$ cat config.mk
export PLATFORM = sky130hd
export DESIGN_NAME = mem_arbiter_flat
export DESIGN_NICKNAME = d
export VERILOG_FILES = /design/src/rtl/mem_arbiter_if.sv /design/src/rtl/mem_arbiter.sv /design/src/flat_wrapper.sv
export SDC_FILE = /design/constraint.sdc
export NUM_CORES = 1
export LEC_CHECK = 0
export BUFFER_PORTS_ARGS = -buffer_cell sky130_fd_sc_hd__buf_2
export CAP_MARGIN = 10
export CORE_MARGIN = 2
export CORE_UTILIZATION = 25
export DETAILED_ROUTE_END_ITERATION = 10
export GPL_TIMING_DRIVEN = 1
export MAX_ROUTING_LAYER = met4
export PLACE_DENSITY = 0.56
export SYNTH_ARGS = -nofsm -noshare
export SYNTH_HDL_FRONTEND = slang
export SYNTH_SLANG_ARGS = --single-unit
$ cat constraint.sdc
create_clock -name clk -period 4.1 [get_ports clk]
set_input_delay 0.205 -clock clk [delete_from_list [all_inputs] [get_ports clk]]
set_output_delay 0.205 -clock clk [all_outputs]
set_load 0.02 [all_outputs]
$ cat src/rtl/mem_arbiter_if.sv
// Shared-memory arbiter bus: data and fetch request/response
// channels plus the single memory port and lock abort strobe.
interface mem_arbiter_if #(
    parameter int WIDTH = 8
);
    logic             d_req_valid;
    logic             d_req_ready;
    logic             d_req_we;
    logic             d_req_lock;
    logic [WIDTH-1:0] d_req_addr;
    logic [31:0]      d_req_wdata;
    logic             d_rsp_valid;
    logic [31:0]      d_rsp_rdata;
    logic             i_req_valid;
    logic             i_req_ready;
    logic [WIDTH-1:0] i_req_addr;
    logic             i_rsp_valid;
    logic [31:0]      i_rsp_rdata;
    logic             mem_wr_en;
    logic [WIDTH-1:0] mem_addr;
    logic [31:0]      mem_wr_data;
    logic [31:0]      mem_rd_data;
    logic             lock_abort;

    modport master (
        output d_req_valid, d_req_we, d_req_lock,
        output d_req_addr, d_req_wdata,
        output i_req_valid, i_req_addr,
        output mem_rd_data,
        input  d_req_ready, d_rsp_valid, d_rsp_rdata,
        input  i_req_ready, i_rsp_valid, i_rsp_rdata,
        input  mem_wr_en, mem_addr, mem_wr_data,
        input  lock_abort
    );

    modport slave (
        input  d_req_valid, d_req_we, d_req_lock,
        input  d_req_addr, d_req_wdata,
        input  i_req_valid, i_req_addr,
        input  mem_rd_data,
        output d_req_ready, d_rsp_valid, d_rsp_rdata,
        output i_req_ready, i_rsp_valid, i_rsp_rdata,
        output mem_wr_en, mem_addr, mem_wr_data,
        output lock_abort
    );
endinterface

$ cat src/rtl/mem_arbiter.sv
// Two-port (data/fetch) arbiter onto one memory, with data-side lock.
// MEM_ARB_RR_EN selects round-robin; otherwise data has fixed priority.
module mem_arbiter #(
    parameter int DEPTH    = 256,
    parameter int WIDTH    = $clog2(DEPTH),
    parameter int LOCK_MAX = 15
) (
    input  logic          clk,
    input  logic          rst_n,
    mem_arbiter_if.slave  bus
);
    typedef enum logic {IDLE, LOCKED} state_t;

    state_t     state;
    logic [7:0] cnt;
    logic       d_pri;
    logic       d_gnt;
    logic       i_gnt;
    logic       timeout;

`ifdef MEM_ARB_RR_EN
    logic last_d;

    always_ff @(posedge clk or negedge rst_n) begin
        if (!rst_n) begin
            last_d <= 1'b0;
        end else if (d_gnt || i_gnt) begin
            last_d <= d_gnt;
        end
    end

    assign d_pri = !last_d;
`else
    assign d_pri = 1'b1;
`endif

    // Contention only matters in IDLE; a lock owner takes every request.
    always_comb begin
        d_gnt = 1'b0;
        i_gnt = 1'b0;
        if (state == LOCKED) begin
            d_gnt = bus.d_req_valid;
        end else begin
            d_gnt = bus.d_req_valid && (!bus.i_req_valid || d_pri);
            i_gnt = bus.i_req_valid && !d_gnt;
        end
    end

    assign timeout = (state == LOCKED) && !d_gnt && (cnt == 8'(LOCK_MAX));

    assign bus.d_req_ready = d_gnt;
    assign bus.i_req_ready = i_gnt;
    assign bus.mem_wr_en   = d_gnt && bus.d_req_we;
    assign bus.mem_wr_data = d_gnt ? bus.d_req_wdata : 32'd0;

    always_comb begin
        bus.mem_addr = '0;
        if (d_gnt) begin
            bus.mem_addr = bus.d_req_addr;
        end else if (i_gnt) begin
            bus.mem_addr = bus.i_req_addr;
        end
    end

    always_ff @(posedge clk or negedge rst_n) begin
        if (!rst_n) begin
            state           <= IDLE;
            cnt             <= 8'd0;
            bus.d_rsp_valid <= 1'b0;
            bus.d_rsp_rdata <= 32'd0;
            bus.i_rsp_valid <= 1'b0;
            bus.i_rsp_rdata <= 32'd0;
            bus.lock_abort  <= 1'b0;
        end else begin
            bus.d_rsp_valid <= d_gnt;
            bus.i_rsp_valid <= i_gnt;
            bus.lock_abort  <= timeout;
            if (d_gnt) begin
                bus.d_rsp_rdata <= bus.d_req_we ? bus.d_req_wdata
                                                : bus.mem_rd_data;
            end
            if (i_gnt) begin
                bus.i_rsp_rdata <= bus.mem_rd_data;
            end
            unique case (state)
                IDLE: begin
                    cnt <= 8'd0;
                    if (d_gnt && bus.d_req_lock) begin
                        state <= LOCKED;
                    end
                end
                LOCKED: begin
                    if (d_gnt) begin
                        cnt <= 8'd0;
                        if (!bus.d_req_lock) begin
                            state <= IDLE;
                        end
                    end else if (timeout) begin
                        cnt   <= 8'd0;
                        state <= IDLE;
                    end else begin
                        cnt <= cnt + 8'd1;
                    end
                end
                default: begin
                    state <= IDLE;
                    cnt   <= 8'd0;
                end
            endcase
        end
    end
endmodule
$ cat src/flat_wrapper.sv
// flat-port wrapper written by rule: the top's interface ports become plain ports
module mem_arbiter_flat 
#(
    parameter int DEPTH    = 256,
    parameter int WIDTH    = $clog2(DEPTH),
    parameter int LOCK_MAX = 15
)
  (clk, rst_n, bus_d_req_valid, bus_d_req_we, bus_d_req_lock, bus_d_req_addr, bus_d_req_wdata, bus_i_req_valid, bus_i_req_addr, bus_mem_rd_data, bus_d_req_ready, bus_d_rsp_valid, bus_d_rsp_rdata, bus_i_req_ready, bus_i_rsp_valid, bus_i_rsp_rdata, bus_mem_wr_en, bus_mem_addr, bus_mem_wr_data, bus_lock_abort);
  mem_arbiter_if #(.WIDTH(WIDTH)) bus_i ();
  input  logic clk;
  input  logic rst_n;
  input wire logic [$bits(bus_i.d_req_valid)-1:0] bus_d_req_valid;
  input wire logic [$bits(bus_i.d_req_we)-1:0] bus_d_req_we;
  input wire logic [$bits(bus_i.d_req_lock)-1:0] bus_d_req_lock;
  input wire logic [$bits(bus_i.d_req_addr)-1:0] bus_d_req_addr;
  input wire logic [$bits(bus_i.d_req_wdata)-1:0] bus_d_req_wdata;
  input wire logic [$bits(bus_i.i_req_valid)-1:0] bus_i_req_valid;
  input wire logic [$bits(bus_i.i_req_addr)-1:0] bus_i_req_addr;
  input wire logic [$bits(bus_i.mem_rd_data)-1:0] bus_mem_rd_data;
  output wire logic [$bits(bus_i.d_req_ready)-1:0] bus_d_req_ready;
  output wire logic [$bits(bus_i.d_rsp_valid)-1:0] bus_d_rsp_valid;
  output wire logic [$bits(bus_i.d_rsp_rdata)-1:0] bus_d_rsp_rdata;
  output wire logic [$bits(bus_i.i_req_ready)-1:0] bus_i_req_ready;
  output wire logic [$bits(bus_i.i_rsp_valid)-1:0] bus_i_rsp_valid;
  output wire logic [$bits(bus_i.i_rsp_rdata)-1:0] bus_i_rsp_rdata;
  output wire logic [$bits(bus_i.mem_wr_en)-1:0] bus_mem_wr_en;
  output wire logic [$bits(bus_i.mem_addr)-1:0] bus_mem_addr;
  output wire logic [$bits(bus_i.mem_wr_data)-1:0] bus_mem_wr_data;
  output wire logic [$bits(bus_i.lock_abort)-1:0] bus_lock_abort;
  assign bus_i.d_req_valid = bus_d_req_valid;
  assign bus_i.d_req_we = bus_d_req_we;
  assign bus_i.d_req_lock = bus_d_req_lock;
  assign bus_i.d_req_addr = bus_d_req_addr;
  assign bus_i.d_req_wdata = bus_d_req_wdata;
  assign bus_i.i_req_valid = bus_i_req_valid;
  assign bus_i.i_req_addr = bus_i_req_addr;
  assign bus_i.mem_rd_data = bus_mem_rd_data;
  assign bus_d_req_ready = bus_i.d_req_ready;
  assign bus_d_rsp_valid = bus_i.d_rsp_valid;
  assign bus_d_rsp_rdata = bus_i.d_rsp_rdata;
  assign bus_i_req_ready = bus_i.i_req_ready;
  assign bus_i_rsp_valid = bus_i.i_rsp_valid;
  assign bus_i_rsp_rdata = bus_i.i_rsp_rdata;
  assign bus_mem_wr_en = bus_i.mem_wr_en;
  assign bus_mem_addr = bus_i.mem_addr;
  assign bus_mem_wr_data = bus_i.mem_wr_data;
  assign bus_lock_abort = bus_i.lock_abort;
  mem_arbiter #(.DEPTH(DEPTH), .WIDTH(WIDTH), .LOCK_MAX(LOCK_MAX)) u_core (.clk(clk), .rst_n(rst_n), .bus(bus_i));
endmodule
# Yosys cells after proc, flatten, opt, wreduce, memory -nomap -nowiden
# Index checks and enable logic that the tools add are counted.
# W data, S select, Z words.
# totals
mem_bits_rw	0
regBits	76
output_inout_bits	110
latchBits	0
mem_bits_ro	0
mem_count	0
# classes
reduce_logical	6
div	0
n_mux	13
bitwise_logic	1
mul	0
magnitude_cmp	0
shifts	0
n_eq_ne	1
addsub	1
# ops
operator	count
$mux W32	2
$mux W8	4
$pmux W8 S2	1
$add A8 B1 Y8 const B	1
$eq A8 B4 Y1 const B	1
$logic_and A1 B1 Y1	5
$mux W1	5
$pmux W1 S2	1
$logic_not A1 Y1	1
$not A1 Y1	1

# Depth between registers and ports, before layout
# logic_depth
depth_word	6
depth_mapped	5

# Least setup slack after synthesis
# Ideal clock, no wire load.
# synth_timing
path_type	register to output
from	reg u_core.state
to	out bus_mem_addr[0]
path_slack_ns	2.762
t_arrival_ns	1.133
stages_incl_launch_ff	4
required_time_ns	3.895
path_cell_list	dfrtp_1 -> nor3b_4 -> buf_6 -> a22o_1
# synth_between
elab_chain_len	3
# synth_rtl
element	line	source
start: declaration	mem_arbiter.sv:14	state_t state;
start signal: assignment	mem_arbiter.sv:67	state <= IDLE;
start signal: assignment	mem_arbiter.sv:89	state <= LOCKED;
start signal: assignment	mem_arbiter.sv:96	state <= IDLE;
$mux W1	mem_arbiter.sv:41	if (state == LOCKED) begin
net bus_i_req_ready	flat_wrapper.sv:23	output wire logic [$bits(bus_i.i_req_ready)-1:0] bus_i_req_ready;
$mux W8	mem_arbiter.sv:60	end else if (i_gnt) begin
$mux W8	mem_arbiter.sv:58	if (d_gnt) begin
end: declaration	flat_wrapper.sv:27	output wire logic [$bits(bus_i.mem_addr)-1:0] bus_mem_addr;
# The timed path passes the listed nets, and every way through them passes these cells.

# Worst setup path after layout
# layout_timing
from	in bus_d_req_valid
to	out bus_mem_addr[2]
# layout_between
elab_chain_len	5
# layout_rtl
element	line	source
start: declaration	flat_wrapper.sv:12	input wire logic [$bits(bus_i.d_req_valid)-1:0] bus_d_req_valid;
$logic_not A1 Y1	mem_arbiter.sv:45	i_gnt = bus.i_req_valid && !d_gnt;
$logic_and A1 B1 Y1	mem_arbiter.sv:45	
$mux W1	mem_arbiter.sv:41	
$mux W8	mem_arbiter.sv:60	
$mux W8 *	mem_arbiter.sv:58	
# Every way passes the cells marked *; elsewhere a longest branch is shown, timed or not.

==> run summary <==
outcome -> complete, no violations
max-capacitance violation count -> 0
CTS tree -> built
layout cell share with drive strength beyond 1 -> 0.493
pre-CTS setup slack -> 2.18 ns
most frequent cell after synthesis -> dfrtp_1
vias -> 2897
setup_tns -> 0 ns
DIE WIDTH -> 123 um
worst slew pin tran -> 1.04 ns
async set or reset register ratio after synthesis -> 1.00
met2 Resource Use GR -> 0.196
synth unique cells -> 29
register bit total from synthesis -> 76
period utilization -> 0.454
crit-path cells -> buf_4, nor3b_4, buf_4, a22o_1, buf_2
Psw -> 675 uW
GR peak layer -> met2
Sw Ratio -> 0.294
Worst path depth -> 5
met1 usage -> 0.151
DR vias/cell -> 4.30
diodes inserted -> 0
DP Wirelength -> 6560 um
Buf/Inv on CP -> 3
setup bufs post-CTS -> 0
PwrDens -> 467 nW/um^2
Synth warnings -> 0
sequential element share of the synthesized area -> 0.540
Layout Nets -> 575
EDFF count, synth -> 0
Final setup violation count -> 0
area grow syn2layout -> 40.0%
peak supply drop -> 0.000227 V
Final Max Slew Viols -> 0
routability congestion estimate -> 0.736
initial core utilization -> 0.255
site row count -> 43
headroom to the max-slew limit -> 0.307
top cells by count, synth -> 76 x dfrtp_1, 36 x a21oi_1, 35 x nor2_1
Resized cells post-CTS -> 0
Reg2Reg Setup Slack -> 2.62 ns
post-synth top area cell -> dfrtp_1
RSZ-0062 raised after global routing -> no
Synth top area share -> 0.540
Max Fclk -> 537 MHz
reg2reg end -> u_core.state
CP Max Fanout -> 110
Ports -> 196
logic gate share of total power -> 0.236
H-tree Lvls -> 3
synthesized area -> 3520 um^2
first-pass GRT wire length -> 14000 um
most used cell along the critical path -> buf_4
fin util -> 0.357
crit end category -> output port
initial antenna violation count -> 0
Mapped Nets -> 389
Top delay family on crit path -> buffers and inverters
Iteration-0 DRC Markers -> 73
Pint -> 1620 uW
Clock Skews -> 0.00361 ns
sequential share of power -> 0.395
Reg2Reg Depth -> 3
WP data required -> 3.89 ns
main area contributors after synthesis -> dfrtp_1 54%, mux2i_1 9.1%, mux2_2 6.7%
Avg WL per Cell -> 13.4 um
placed cell count -> 657
largest net degree at the start of global routing -> 111
Setup CP Type -> input port to output port
total gr overflow -> 0
worst r2r src -> u_core.cnt[4]
clock-pin slew on the worst setup and hold paths -> 0.06 ns
gr usage total -> 0.125
syn_area_per_cell -> 11.7 um^2
Crit-path slowest cell -> buf_4
CP startpoint kind -> input port
CTS Buf Count -> 9
drt first pass iters -> 4
clk_lat worst skew -> 0.33 ns
CTS Hold Buffers Added -> 0
post-route setup slack -> 2.24 ns
die area -> 15000 um^2
Detail Route Antenna Nets -> 0
CTS root buf -> clkbuf_16
CTS max path bufs -> 2
Cells after Synth -> 302
Worst path max stage delay -> 0.67 ns
total chip power -> 2300 uW
Routed WL -> 9010 um
Post-synth top flop -> dfrtp_1
leakage power -> 0.00247 uW
clock sinks -> 76
post-route insts no fill -> 673
Hold Fails Final Rpt -> 0
DR DRC count -> 0
Critical Path AT -> 1.66 ns
grt met3 use -> 0.0311
vias in the first global route -> 2769
Port Buffers -> 195
min cycle time layout -> 1.86 ns
Die Ht -> 123 um
Clk network pwr share -> 0.370
HP Class -> input port to asynchronous set/reset pin
core footprint -> 13800 um^2
## sequential cells by signal, indices dropped and copies added, names as in the netlist
register,flops
u_core.cnt,8
u_core.bus.lock_abort,1
u_core.bus.d_rsp_rdata,32
u_core.bus.i_rsp_rdata,32
u_core.state,1
u_core.bus.d_rsp_valid,1
u_core.bus.i_rsp_valid,1
## power groups by stage
| stage | Sequential [uW] | Combinational, uW | Clock (uW) |
|---|---|---|---|
| 2_1_floorplan | 1050 | 204 | 0 |
| 3_3_place_gp | 922 | 545 | 0 |
| 3_5_place_dp | 921 | 552 | 0 |
| 4_1_cts | 910 | 552 | 877 |
| 5_1_grt | 922 | 588 | 923 |
| 6_report | 908 | 542 | 850 |
## stage by stage
stage	hold slack [ns]	instance area, um^2
finish	0.0120	4930
global route	0.104	4930
CTS	0.0581	4930
detailed placement	0.427	4610
global placement	0.423	4610
floorplan	-0.0906	3520
## cell type report
cell class	instances	area [um^2]
tap	180	225
inverter	3	11.3
multi-input combinational	201	1480
clock buffer	12	246
sequential	76	1900
timing repair buffer	197	996
clock inverter	4	72.6
fill	1437	8900
## cell families (layout without fill, tap and decap cells)
logic type	after synthesis	in the layout	share of synthesized area
mux	64	64	0.204
xor+xnor	1	1	0.00249
flops	76	76	0.540
simple gates	85	85	0.127
fa+ha+maj	1	1	0.00355
buf+inv	25	216	0.0405
compound gates	50	50	0.0828
## how the worst max path moves through the flow
stage | to | slack, ns | from
2_1_floorplan | bus_mem_addr[0] | 2.76 | u_core.state
3_3_place_gp | bus_mem_addr[4] | 2.23 | bus_d_req_valid
3_5_place_dp | bus_mem_addr[6] | 2.18 | bus_d_req_valid
4_1_cts | bus_mem_addr[2] | 2.18 | bus_d_req_valid
5_1_grt | bus_mem_addr[6] | 2.05 | bus_d_req_valid
6_report | bus_mem_addr[2] | 2.24 | bus_d_req_valid
## worst reg2reg max path: stages (launching register included)
cell	delay [ns]
dfrtp_1	0.42
nor4_1	0.58
a41o_1	0.31
nand2_1	0.06
## cells in the final DEF (no fill, tap or decap), types with 2 or more instances in the layout
| cell | count |
|---|---|
| inv_1 | 3 |
| clkbuf_16 | 9 |
| nand4_1 | 2 |
| nand3_1 | 2 |
| nand2b_1 | 2 |
| buf_2 | 193 |
| buf_4 | 4 |
| and2_1 | 33 |
| nand2_1 | 4 |
| mux2_4 | 10 |
| a21oi_1 | 36 |
| o21ai_0 | 3 |
| clkbuf_1 | 2 |
| nor2_1 | 35 |
| dfrtp_1 | 76 |
| bufinv_16 | 2 |
| or3_1 | 4 |
| a22o_1 | 8 |
| mux2_2 | 21 |
| mux2i_1 | 32 |
## metal layers
layer | share of wire | vias to the layer above
met2 | 0.48 | 120
met5 | 0 | -
li1 | - | 1424
met4 | 0.020 | 0
met1 | 0.42 | 1340
met3 | 0.082 | 13
(Power assumes the default switching activity.)
